### src/rtl/pc_sequencer.sv
// IF-stage fetch sequencer: chooses the next PC address and PC load enable,
// handling redirects, hazard stalls, HALT detection and debug single-step.
module pc_sequencer #(
   parameter int                    ADDR_WIDTH = 32,
   parameter logic [ADDR_WIDTH-1:0] RESET_ADDR = {ADDR_WIDTH{1'b0}},
   parameter logic [31:0]           HALT_INSTR = 32'hFFFF_FFFF
) (
   input  logic                  clk,
   input  logic                  rst_n,
   input  logic [ADDR_WIDTH-1:0] pc_current,
   input  logic [31:0]           instr,
   input  logic                  stall,
   input  logic                  branch_taken,
   input  logic [ADDR_WIDTH-1:0] branch_target,
   input  logic                  jump_taken,
   input  logic [ADDR_WIDTH-1:0] jump_target,
   input  logic                  mode_step,
   input  logic                  step_req,
   input  logic                  resume,
   output logic [ADDR_WIDTH-1:0] pc_next,
   output logic                  pc_enable,
   output logic                  flush_if,
   output logic                  halted,
   output logic [31:0]           fetch_count
);

   typedef enum logic [1:0] {
      RUN       = 2'd0,
      STEP_WAIT = 2'd1,
      STEP_GO   = 2'd2,
      HALTED    = 2'd3
   } state_t;

   state_t                  state_r;
   state_t                  state_s;
   logic                    step_prev_r;
   logic                    halted_r;
   logic [31:0]             fetch_count_r;
   logic [ADDR_WIDTH-1:0]   seq_addr_s;
   logic [ADDR_WIDTH-1:0]   mux_addr_s;
   logic                    redirect_s;
   logic                    step_edge_s;
   logic                    is_halt_s;

   // A stalled redirect is not consumed, so it neither flushes nor masks HALT.
   assign seq_addr_s  = pc_current + ADDR_WIDTH'(4);
   assign redirect_s  = (jump_taken | branch_taken) & ~stall;
   assign step_edge_s = step_req & ~step_prev_r;
   assign is_halt_s   = (instr == HALT_INSTR) & ~redirect_s;

   // Next-address priority mux: jump over branch over sequential.
   always_comb begin
      mux_addr_s = seq_addr_s;
      if (jump_taken) begin
         mux_addr_s = jump_target;
      end else if (branch_taken) begin
         mux_addr_s = branch_target;
      end else begin
         mux_addr_s = seq_addr_s;
      end
   end

   // State register and registered status outputs.
   always_ff @(posedge clk) begin
      if (!rst_n) begin
         state_r       <= RUN;
         step_prev_r   <= 1'b0;
         halted_r      <= 1'b0;
         fetch_count_r <= 32'd0;
      end else begin
         state_r     <= state_s;
         step_prev_r <= step_req;
         halted_r    <= (state_s == HALTED);
         if (pc_enable) begin
            fetch_count_r <= fetch_count_r + 32'd1;
         end else begin
            fetch_count_r <= fetch_count_r;
         end
      end
   end

   // Next-state logic.
   always_comb begin
      state_s = state_r;
      case (state_r)
         RUN: begin
            if (mode_step) begin
               state_s = STEP_WAIT;
            end else if (is_halt_s && !stall) begin
               state_s = HALTED;
            end else begin
               state_s = RUN;
            end
         end
         STEP_WAIT: begin
            if (!mode_step) begin
               state_s = RUN;
            end else if (is_halt_s) begin
               state_s = HALTED;
            end else if (step_edge_s) begin
               state_s = STEP_GO;
            end else begin
               state_s = STEP_WAIT;
            end
         end
         STEP_GO: begin
            if (is_halt_s) begin
               state_s = HALTED;
            end else if (!stall) begin
               state_s = STEP_WAIT;
            end else begin
               state_s = STEP_GO;
            end
         end
         HALTED: begin
            if (resume) begin
               state_s = mode_step ? STEP_WAIT : RUN;
            end else begin
               state_s = HALTED;
            end
         end
         default: state_s = RUN;
      endcase
   end

   // Output logic; reset forces a load of RESET_ADDR into the PC.
   always_comb begin
      pc_next   = mux_addr_s;
      pc_enable = 1'b0;
      flush_if  = 1'b0;
      if (!rst_n) begin
         pc_next   = RESET_ADDR;
         pc_enable = 1'b1;
         flush_if  = 1'b1;
      end else begin
         case (state_r)
            RUN: begin
               if (mode_step || (is_halt_s && !stall)) begin
                  pc_enable = 1'b0;
               end else begin
                  pc_enable = ~stall;
                  flush_if  = redirect_s;
               end
            end
            STEP_WAIT: pc_enable = 1'b0;
            STEP_GO: begin
               if (is_halt_s) begin
                  pc_enable = 1'b0;
               end else begin
                  pc_enable = ~stall;
                  flush_if  = redirect_s;
               end
            end
            HALTED: begin
               // Resume steps past the HALT word; pending redirects are ignored.
               if (resume) begin
                  pc_enable = 1'b1;
                  pc_next   = seq_addr_s;
               end else begin
                  pc_enable = 1'b0;
               end
            end
            default: pc_enable = 1'b0;
         endcase
      end
   end

   assign halted      = halted_r;
   assign fetch_count = fetch_count_r;

endmodule

### config.mk
export PLATFORM = sky130hd
export DESIGN_NAME = pc_sequencer
export DESIGN_NICKNAME = d
export VERILOG_FILES = /design/src/rtl/pc_sequencer.sv
export SDC_FILE = /design/constraint.sdc
export NUM_CORES = 1
export LEC_CHECK = 0
export ABC_AREA = 1
export CAP_MARGIN = 20
export CORE_MARGIN = 4
export CORE_UTILIZATION = 30
export CTS_CLUSTER_DIAMETER = 50
export DETAILED_ROUTE_END_ITERATION = 16
export SLEW_MARGIN = 20
export SYNTH_ARGS = -nofsm -noshare
export SYNTH_HDL_FRONTEND = slang
export SYNTH_SLANG_ARGS = --single-unit
### constraint.sdc
create_clock -name clk -period 3.7 [get_ports clk]
set_clock_uncertainty 0.15 [all_clocks]
set_input_delay 0.925 -clock clk [delete_from_list [all_inputs] [get_ports clk]]
set_output_delay 0.925 -clock clk [all_outputs]
set_load 0.005 [all_outputs]
==> summary.md <==
| Metric | Value |
|---|---|
| CTS Buf Count | `5` |
| Final Net Count | `1149` |
| Slew margin rel. | `74.0%` |
| Final critical-path required period | `3.64 ns` |
| Met2 Use GR | `40.4%` |
| Layout fillers | `1353` |
| Synth Instances | `724` |
| Worst reg2reg endpoint | `fetch_count[16]$_SDFFE_PN0P_` |
| Post-synth EDFFs | `0` |
| DRT iter0 DRCs | `386` |
| Core Footprint | `13200 µm²` |
| Synth area leader | `nand2_1` |
| #FFs+latches synth | `36` |
| PwrDens | `192 nW/µm²` |
| YS warnings | `0` |
| Post-route insts no fill | `1190` |
| Critical Path End Type | `primary output` |
| Tcrit/Tclk final | `98.5%` |
| Final setup violation count | `0` |
| Fin. max-slew vios | `0` |
| Largest net degree at the start of global routing | `34` |
| Overflow after GRT | `0` |
| Global placement routability congestion | `0.914` |
| Met3 Resource Use GR | `4.04%` |
| Final hold viol count | `0` |
| Crit Path Category | `in -> out` |
| FF-to-FF Start | `fetch_count[0]$_SDFFE_PN0P_` |
| Post-synth ARST share | `0%` |
| Multi-input logic area | `3100 µm²` |
| Vias in the first global route | `5411` |
| Drt pass-1 iters | `6` |
| Dpl hpwl | `14400 µm` |
| Commonest cells in the netlist | `nand2_1 (253), nor2_1 (87), nand3_1 (63)` |
| Storage element area | `721 µm²` |
| Remaining antenna violation count | `0` |
| Mean Syn Cell Area | `5.55 µm²` |
| Hold depth | `2` |
| Worst-margin pin slew | `0.390 ns` |
| Clock sink count | `36` |
| Post-synth top flop | `dfxtp_1` |
| Synth-to-Final Area Change | `81.5%` |
| Peak fanout along the critical path | `7` |
| Hold_sp | `fetch_count[31]$_SDFFE_PN0P_` |
| Clock Pin Slew Worst Setup and Hold Paths | `0.05 ns` |
| Synth top area share | `23.7%` |
| Syn Nets | `862` |
| First-pass GRT wire length | `27300 µm` |
| Die Span X | `124 µm` |
| Post-Place Cells | `1162` |
| GR Util met1 | `28.6%` |
| Die area | `15300 µm²` |
| Min-delay worst type | `reg -> reg` |
| Clock Path Buffers | `2` |
| DRC errors left | `0` |
| R2R Setup Slk | `1.46 ns` |
| Total power | `1400 µW` |
| Root buf cell | `clkbuf_16` |
| Peak VDD IR | `0.148 mV` |
| Initial antenna violation count | `1` |
| Most Used Layer, Global Route | `met2` |
| Port Buf Inserts | `202` |
| Leak Pwr | `0.00314 µW` |
| Die Y | `124 µm` |
| Vias | `5691` |
| Worst hold endpoint | `fetch_count[31]$_SDFFE_PN0P_` |
| Syn Std Cell Area | `4020 µm²` |
| WP data required | `2.62 ns` |
| Maximum clock rate | `0.274 GHz` |
| Synth top area cells | `nand2_1 (24%), dfxtp_1 (18%), nor2_1 (8.1%), nand3_1 (7.9%), a21oi_1 (7.2%)` |
| WL final | `17800 µm` |
| Outcome | `complete, no violations` |
| CTS tree | `built` |
| Max-Cap Viols | `0` |
| Util after Layout | `55.2%` |
| Tot GR Track Use | `22.6%` |
| Type of origin of the critical path | `input pin` |
| Sequential fraction of the synthesis area | `17.9%` |
| Avg WL per Cell | `14.9 µm` |
| H-Tree Depth | `2` |
| Critical path arrival | `2.57 ns` |
| Fraction of layout cells with a size suffix above 1 | `21.3%` |
| Synth cell types | `35` |
| Post-CTS Hold Fix Bufs | `0` |
| Top-count cell post-synth | `nand2_1` |
| Initial core utilization | `30.4%` |
| Clk_lat worst skew | `0.28 ns` |
| Row count | `42` |
| Ports | `203` |
| R2R depth | `7` |
| Vias per Instance | `4.78` |
stage by stage:
step           setup WS, ns  setup TNS, ns  instance area (µm²)  hold slack [ns]
4_1_cts            -0.00682        -0.0130                 7190            0.369
3_3_place_gp         -0.470         -10.60                 6810            0.356
5_1_grt           -0.000473      -0.000473                 7280            0.411
6_report             0.0551              0                 7290            0.362
2_1_floorplan         0.701              0                 4020            0.347
3_5_place_dp         -0.521         -11.07                 6810            0.361
per-layer routing:
metal	wire length (µm)	part of all wire (%)
met1	7740	44
met2	8820	50
met3	1010	5.7
met4	204	1.1
met5	0	0
what timing repair did:
action | in CTS | in global routing
endpoints found under the setup margin | 34 | 19
pin swaps | 18 | 13
buffers inserted | 13 | 4
cloned | 1 | 0
resized for setup | 109 | 56
worst max-delay path: stages:
cell and delay (ns):
clkdlybuf4s50_1 0.51, nor2_2 0.05, buf_4 0.15, inv_2 0.06, nand2_2 0.10, buf_6 0.16
buf_4 0.12, nand2_1 0.05, nand2_1 0.07, a21oi_1 0.12, dlygate4sd2_1 0.26
power breakdown:
group          leakage [µW]  switching [µW]  internal [µW]
sequential         0.000291            6.83            393
clock             0.0000901             163            355
combinational       0.00276             212            271
total               0.00314             382           1020
layout make-up:
type	instances	share of cell area, %
Antenna cell	2	0.0687
Inverter	61	3.14
Tap cell	176	3.02
Sequential cell	36	9.89
Timing Repair Buffer	308	38.9
Clock buffer	7	2.09
Clock inverter	1	0.412
Multi-Input combinational cell	599	42.5
layout by cell type (no fill, tap or decap), types with 7 or more instances in the layout:
| cell type | n |
|---|---|
| inv_2 | 13 |
| nand4_1 | 8 |
| o21ai_1 | 10 |
| nor2_2 | 20 |
| clkdlybuf4s50_1 | 142 |
| dfxtp_1 | 36 |
| clkbuf_2 | 10 |
| nor3_1 | 11 |
| nand2_2 | 17 |
| a21oi_1 | 55 |
| xor2_1 | 22 |
| o22ai_1 | 23 |
| nor2_4 | 10 |
| inv_1 | 47 |
| xnor2_1 | 7 |
| nand3_1 | 61 |
| dlymetal6s2s_1 | 12 |
| nand2_1 | 239 |
| buf_4 | 96 |
| dlygate4sd2_1 | 28 |
| nor2_1 | 66 |
| nand3b_1 | 10 |
sequential cells by signal, summed over array words and instances, names as in the netlist:
| signal | count |
|---|---|
| fetch_count | 32 |
| halted | 1 |
| step_prev_r | 1 |
| state_r | 2 |
kinds of logic after synthesis:
family	synth area share [%]
flops	17.9
compound gates	16.6
fa+ha+maj	0.623
xor+xnor	6.54
simple gates	48.8
buf+inv	9.41
how the worst max path moves through the flow:
stage             startpoint     endpoint  slack (ns)  depth (start not counted)
2_1_floorplan  pc_current[2]  pc_next[18]        0.70                          8
4_1_cts         branch_taken   pc_next[8]      -0.007                          9
5_1_grt         branch_taken  pc_next[12]     -0.0005                         11
6_report        branch_taken  pc_next[12]        0.06                         11
3_5_place_dp   pc_current[2]  pc_next[23]       -0.52                         13
3_3_place_gp   pc_current[4]  pc_next[23]       -0.47                         13
Power figures use the tool's default switching activity.
==> variant 1 (same settings) <==
Add an input register stage for `jump_target`; this delays it by one clock. The other inputs are not delayed to match.
--- a/src/rtl/pc_sequencer.sv
+++ b/src/rtl/pc_sequencer.sv
@@ -32,4 +32,10 @@
    } state_t;
 
+   logic [ADDR_WIDTH-1:0] jump_target_q;
+
+   always_ff @(posedge clk) begin
+      jump_target_q <= jump_target;
+   end
+
    state_t                  state_r;
    state_t                  state_s;
@@ -53,5 +59,5 @@
       mux_addr_s = seq_addr_s;
       if (jump_taken) begin
-         mux_addr_s = jump_target;
+         mux_addr_s = jump_target_q;
       end else if (branch_taken) begin
          mux_addr_s = branch_target;
Formal check against the unedited RTL: not equivalent (Yosys sat finds a counterexample within 4 cycles, from zero or initial values and one cycle with rst_n low).
==> variant 1 against the unedited design <==
Routed wire length is 12% higher; synthesized area is 19% higher; sequential share of layout area is 6.5 points higher; critical path type unchanged; sequential cell count is 32 higher; setup slack worse by 0.012 ns; design area is 14% higher; largest power group unchanged; power is 59% higher.
==> variant 1: results (changes against the unedited design) <==
[place]
routabilityCongestion = 0.9246  ; +1.2%
hpwl_mm = 15.86  ; +9.9%
dp_slack_ns = -0.4894  ; +0.03161 ns
place_area_um2 = 7626  ; +12%

[yosys]
synthXorXnorAreaFrac_pct = 4.776  ; -1.8 points
synth-seq-area-share_pct = 28.55  ; +11 points
syn-num-nets = 911  ; +5.7%
synthCells = 773  ; +6.8%
synth-seq-cells = 68  ; +89%
synth_area_leaders = dfxtp_1, nand2_1, nor2_1
synth_commonest_cells = nand2_1, nor2_1, dfxtp_1
synth_compound_area_share_pct = 14.85  ; -1.8 points
synth_cell_types = 38  ; +8.6%
yosys.area_share.adder_pct = 0.5248  ; -0.098 points

[global_route]
met1_usage_pct = 24.86  ; -3.7 points
grt_pass1_vias = 5870  ; +8.5%
grt_first_pass_wirelength_mm = 30.37  ; +11%
grt.met2_usage_pct = 36.86  ; -3.6 points
grt_util_all_layers_pct = 21.37  ; -1.3 points

[power]
max-vdd-ir-drop_mv = 0.2081  ; +41%
p_int_w = 0.001629  ; +60%
p_sw_share_pct = 26.79  ; -0.48 points
leakage_nw = 3.535  ; +13%
pg_comb_w = 0.000512  ; +6.0%
clock_power_w = 0.000944  ; +82%

[cells_and_area]
antenna_cells = 0  ; -2
n_fill_cell = 1545  ; +14%
final_core_util_pct = 54.01  ; -1.2 points
seq_area_share_pct = 16.40  ; +6.5 points
clock_buffers = 10  ; +3
nNonClkInverters = 64  ; +4.9%
final_net_count = 1207  ; +5.0%
drive_above_1_share_pct = 21.04  ; -0.30 points
n_all_buffers = 312  ; +1.3%
multi_input_cells = 614  ; +2.5%

[route]
drtIter0Drc = 318  ; -18%
routed_wl_mm = 19.82  ; +12%
drt-pass1-iter-count = 5  ; -1
vias = 6124  ; +7.6%
routedWlPerCell_um = 15.43  ; +3.3%

[setup_path]
max_stage_delay_ns = 0.45  ; -0.06 ns
rrSetupSlack_ns = 1.44  ; -0.02 ns
crit_fanout = 6  ; -1
crit_arrival_ns = 2.58  ; about the same

[run_status]
outcome = completed

[sta]
worst_pin_slew_ns = 0.4632  ; +0.07299 ns

[floorplanning]
core_area_um2 = 15370  ; +17%

[cts]
cts_buffers = 9  ; +4

variant 1: changes by cell type after synthesis, sizes merged, moves of 4 or more:
cell and change:
o21ai -6, inv +4, xor2 -8, nand2 +11, xnor2 +4, nor2 -4, a21oi +7, nor3 +5
dfxtp +32
variant 1: layer usage:
layer / vias to the layer above / share of wire (%)
met3: 41 / 7.9
met2: 209 / 49
li1: 3129 / -
met1: 2743 / 41
met5: - / 0.066
met4: 2 / 2.6
variant 1: worst max path at each step:
stage             startpoint           to  slack [ns]  cells after the start
6_report              resume   pc_next[9]        0.04                     11
5_1_grt               resume   pc_next[9]       -0.06                     11
4_1_cts               resume   pc_next[9]      -0.005                     11
3_5_place_dp   pc_current[3]  pc_next[18]       -0.49                     11
3_3_place_gp   pc_current[2]  pc_next[27]       -0.47                     12
2_1_floorplan  pc_current[2]  pc_next[28]        0.72                     11
variant 1: what timing repair did:
action,4_1_cts,5_1_grt
setup endpoints to repair,33,21
pin swaps,25,14
setup buffers,13,11
endpoints found under the hold margin,0,0
gates resized for setup,128,45
==> variant 2 (config.mk and constraints unchanged) <==
Made on the original files. `HALT_INSTR`: 32'hFFFF_FFFF -> 32'h80000000.
--- a/src/rtl/pc_sequencer.sv
+++ b/src/rtl/pc_sequencer.sv
@@ -4,5 +4,5 @@
    parameter int                    ADDR_WIDTH = 32,
    parameter logic [ADDR_WIDTH-1:0] RESET_ADDR = {ADDR_WIDTH{1'b0}},
-   parameter logic [31:0]           HALT_INSTR = 32'hFFFF_FFFF
+   parameter logic [31:0]           HALT_INSTR = 32'h80000000
 ) (
    input  logic                  clk,
Check against the original RTL: not equivalent (a bounded check fails within 4 cycles, from zero or initial values and one cycle with rst_n low).
==> variant 2 against the unedited design <==
Synthesized area increased by 0.97%; critical path type unchanged; largest cell class unchanged; setup slack improved by 0.033 ns; power decreased by 6.8%; routed wire length decreased by 3.7%; die area increased by 0.91%; design area decreased by 0.31%; sequential cell count unchanged; synthesized cell count decreased by 2.6%.
==> variant 2: results (changes against the unedited design) <==
[route]
drt-pass1-iter-count = 4  ; -2

[setup_path]
setup.worst_path.start = jump_taken
worstRegToRegCells = 11  ; +4
crit_arrival_ns = 2.54  ; -0.03 ns

[yosys]
yosys.area_share.adder_pct = 0.6173  ; -0.0060 points
synth_cell_types = 38  ; +8.6%
synth_compound_area_share_pct = 16.30  ; -0.34 points
synth_area_leaders = nand2_1, dfxtp_1, inv_1
synthXorXnorAreaFrac_pct = 9.290  ; +2.7 points

[place]
dp_slack_ns = -0.5211  ; -0.00005900 ns
routabilityCongestion = 0.9236  ; +1.1%
hpwl_mm = 14.22  ; -1.5%
place_area_um2 = 6898  ; +1.3%

[global_route]
grt.met2_usage_pct = 38.01  ; -2.4 points
met1_usage_pct = 25.37  ; -3.2 points
grt_first_pass_wirelength_mm = 27.25  ; about the same
grt_pass1_vias = 5518  ; +2.0%
grt_util_all_layers_pct = 21.16  ; -1.5 points
grtUsageMet3_pct = 3.866  ; -0.18 points

[run_status]
outcome = completed

[cells_and_area]
n_fill_cell = 1373  ; +1.5%
drive_above_1_share_pct = 20.54  ; -0.80 points

[min_path]
hold_end = fetch_count[30]$_SDFFE_PN0P_
hold_path.startpoint = fetch_count[30]$_SDFFE_PN0P_

[power]
max-vdd-ir-drop_mv = 0.1235  ; -17%
p_sw_share_pct = 28.71  ; +1.4 points

==> variant 2: cell count changes after synthesis, moves of 7 or more <==
cell	before	now
xor2_1	22	34
nand2_1	253	200
nand3b_1	10	3
nor2_1	87	72
inv_1	49	88
o21ai_1	10	2
==> variant 2: layout make-up <==
type / instances / share of cell area (%)
clock buffer: 8 / 2.015
inverter: 94 / 4.891
antenna: 1 / 0.03445
sequential: 36 / 9.921
timing repair buffer: 307 / 38.75
tap: 176 / 3.031
multi-input combinational: 548 / 41.35
==> variant 2: layer usage <==
metal	share of wire, %	wire length, um	up-vias
met5	0.070	12	-
met4	2.2	371	2
met3	5.7	981	28
met2	50	8599	157
met1	42	7150	2479
li1	-	-	2855
==> variant 2: what timing repair did <==
action                     in CTS  in global routing
setup endpoints to repair      33                 19
gates resized for setup       102                 38
pin swaps                      26                 14
hold buffers                    0                  0
setup buffers                  14                  2
==> variant 2: stage by stage <==
step / std cells / util [%] / setup TNS (ns)
after floorplan: 705 / - / 0
after global placement: 1145 / 52.09 / -10.31
after detailed placement: 1145 / 52.09 / -10.85
after CTS: 1167 / 54.60 / -0.008705
after global routing: 1170 / 54.86 / -0.004212
final: 1170 / 54.86 / 0
==> variant 2: worst reg2reg max path, stage by stage (launching register included) <==
cell and delay (ns):
dfxtp_1 0.41, nand2_1 0.12, nor2_4 0.14, inv_2 0.07, buf_4 0.17, nand2_1 0.07, inv_2 0.06, buf_4 0.15
nand2_4 0.07, buf_4 0.31, nand2_1 0.11, a21oi_1 0.13
==> variant 2: how the worst max path moves through the flow <==
stage / endpoint / slack (ns) / depth (start not counted)
6_report: pc_next[23] / 0.09 / 10
4_1_cts: pc_next[30] / -0.009 / 10
2_1_floorplan: pc_next[20] / 0.65 / 14
3_5_place_dp: pc_next[20] / -0.52 / 15
5_1_grt: pc_next[23] / -0.004 / 10
3_3_place_gp: pc_next[20] / -0.50 / 15
==> variant 2: cell families after synthesis <==
group           after synthesis
compound gates              113
xor+xnor                     43
fa+ha+maj                     2
buf+inv                     121
flops                        36
simple gates                390
==> variant 2: power groups by stage <==
stage / clock [W] / sequential [W] / combinational [W]
after floorplan: 0 / 0.000407 / 0.000165
after global placement: 0 / 0.000409 / 0.000488
after detailed placement: 0 / 0.000409 / 0.000487
after CTS: 0.000430 / 0.000401 / 0.000478
after global routing: 0.000447 / 0.000401 / 0.000520
final: 0.000427 / 0.000401 / 0.000478
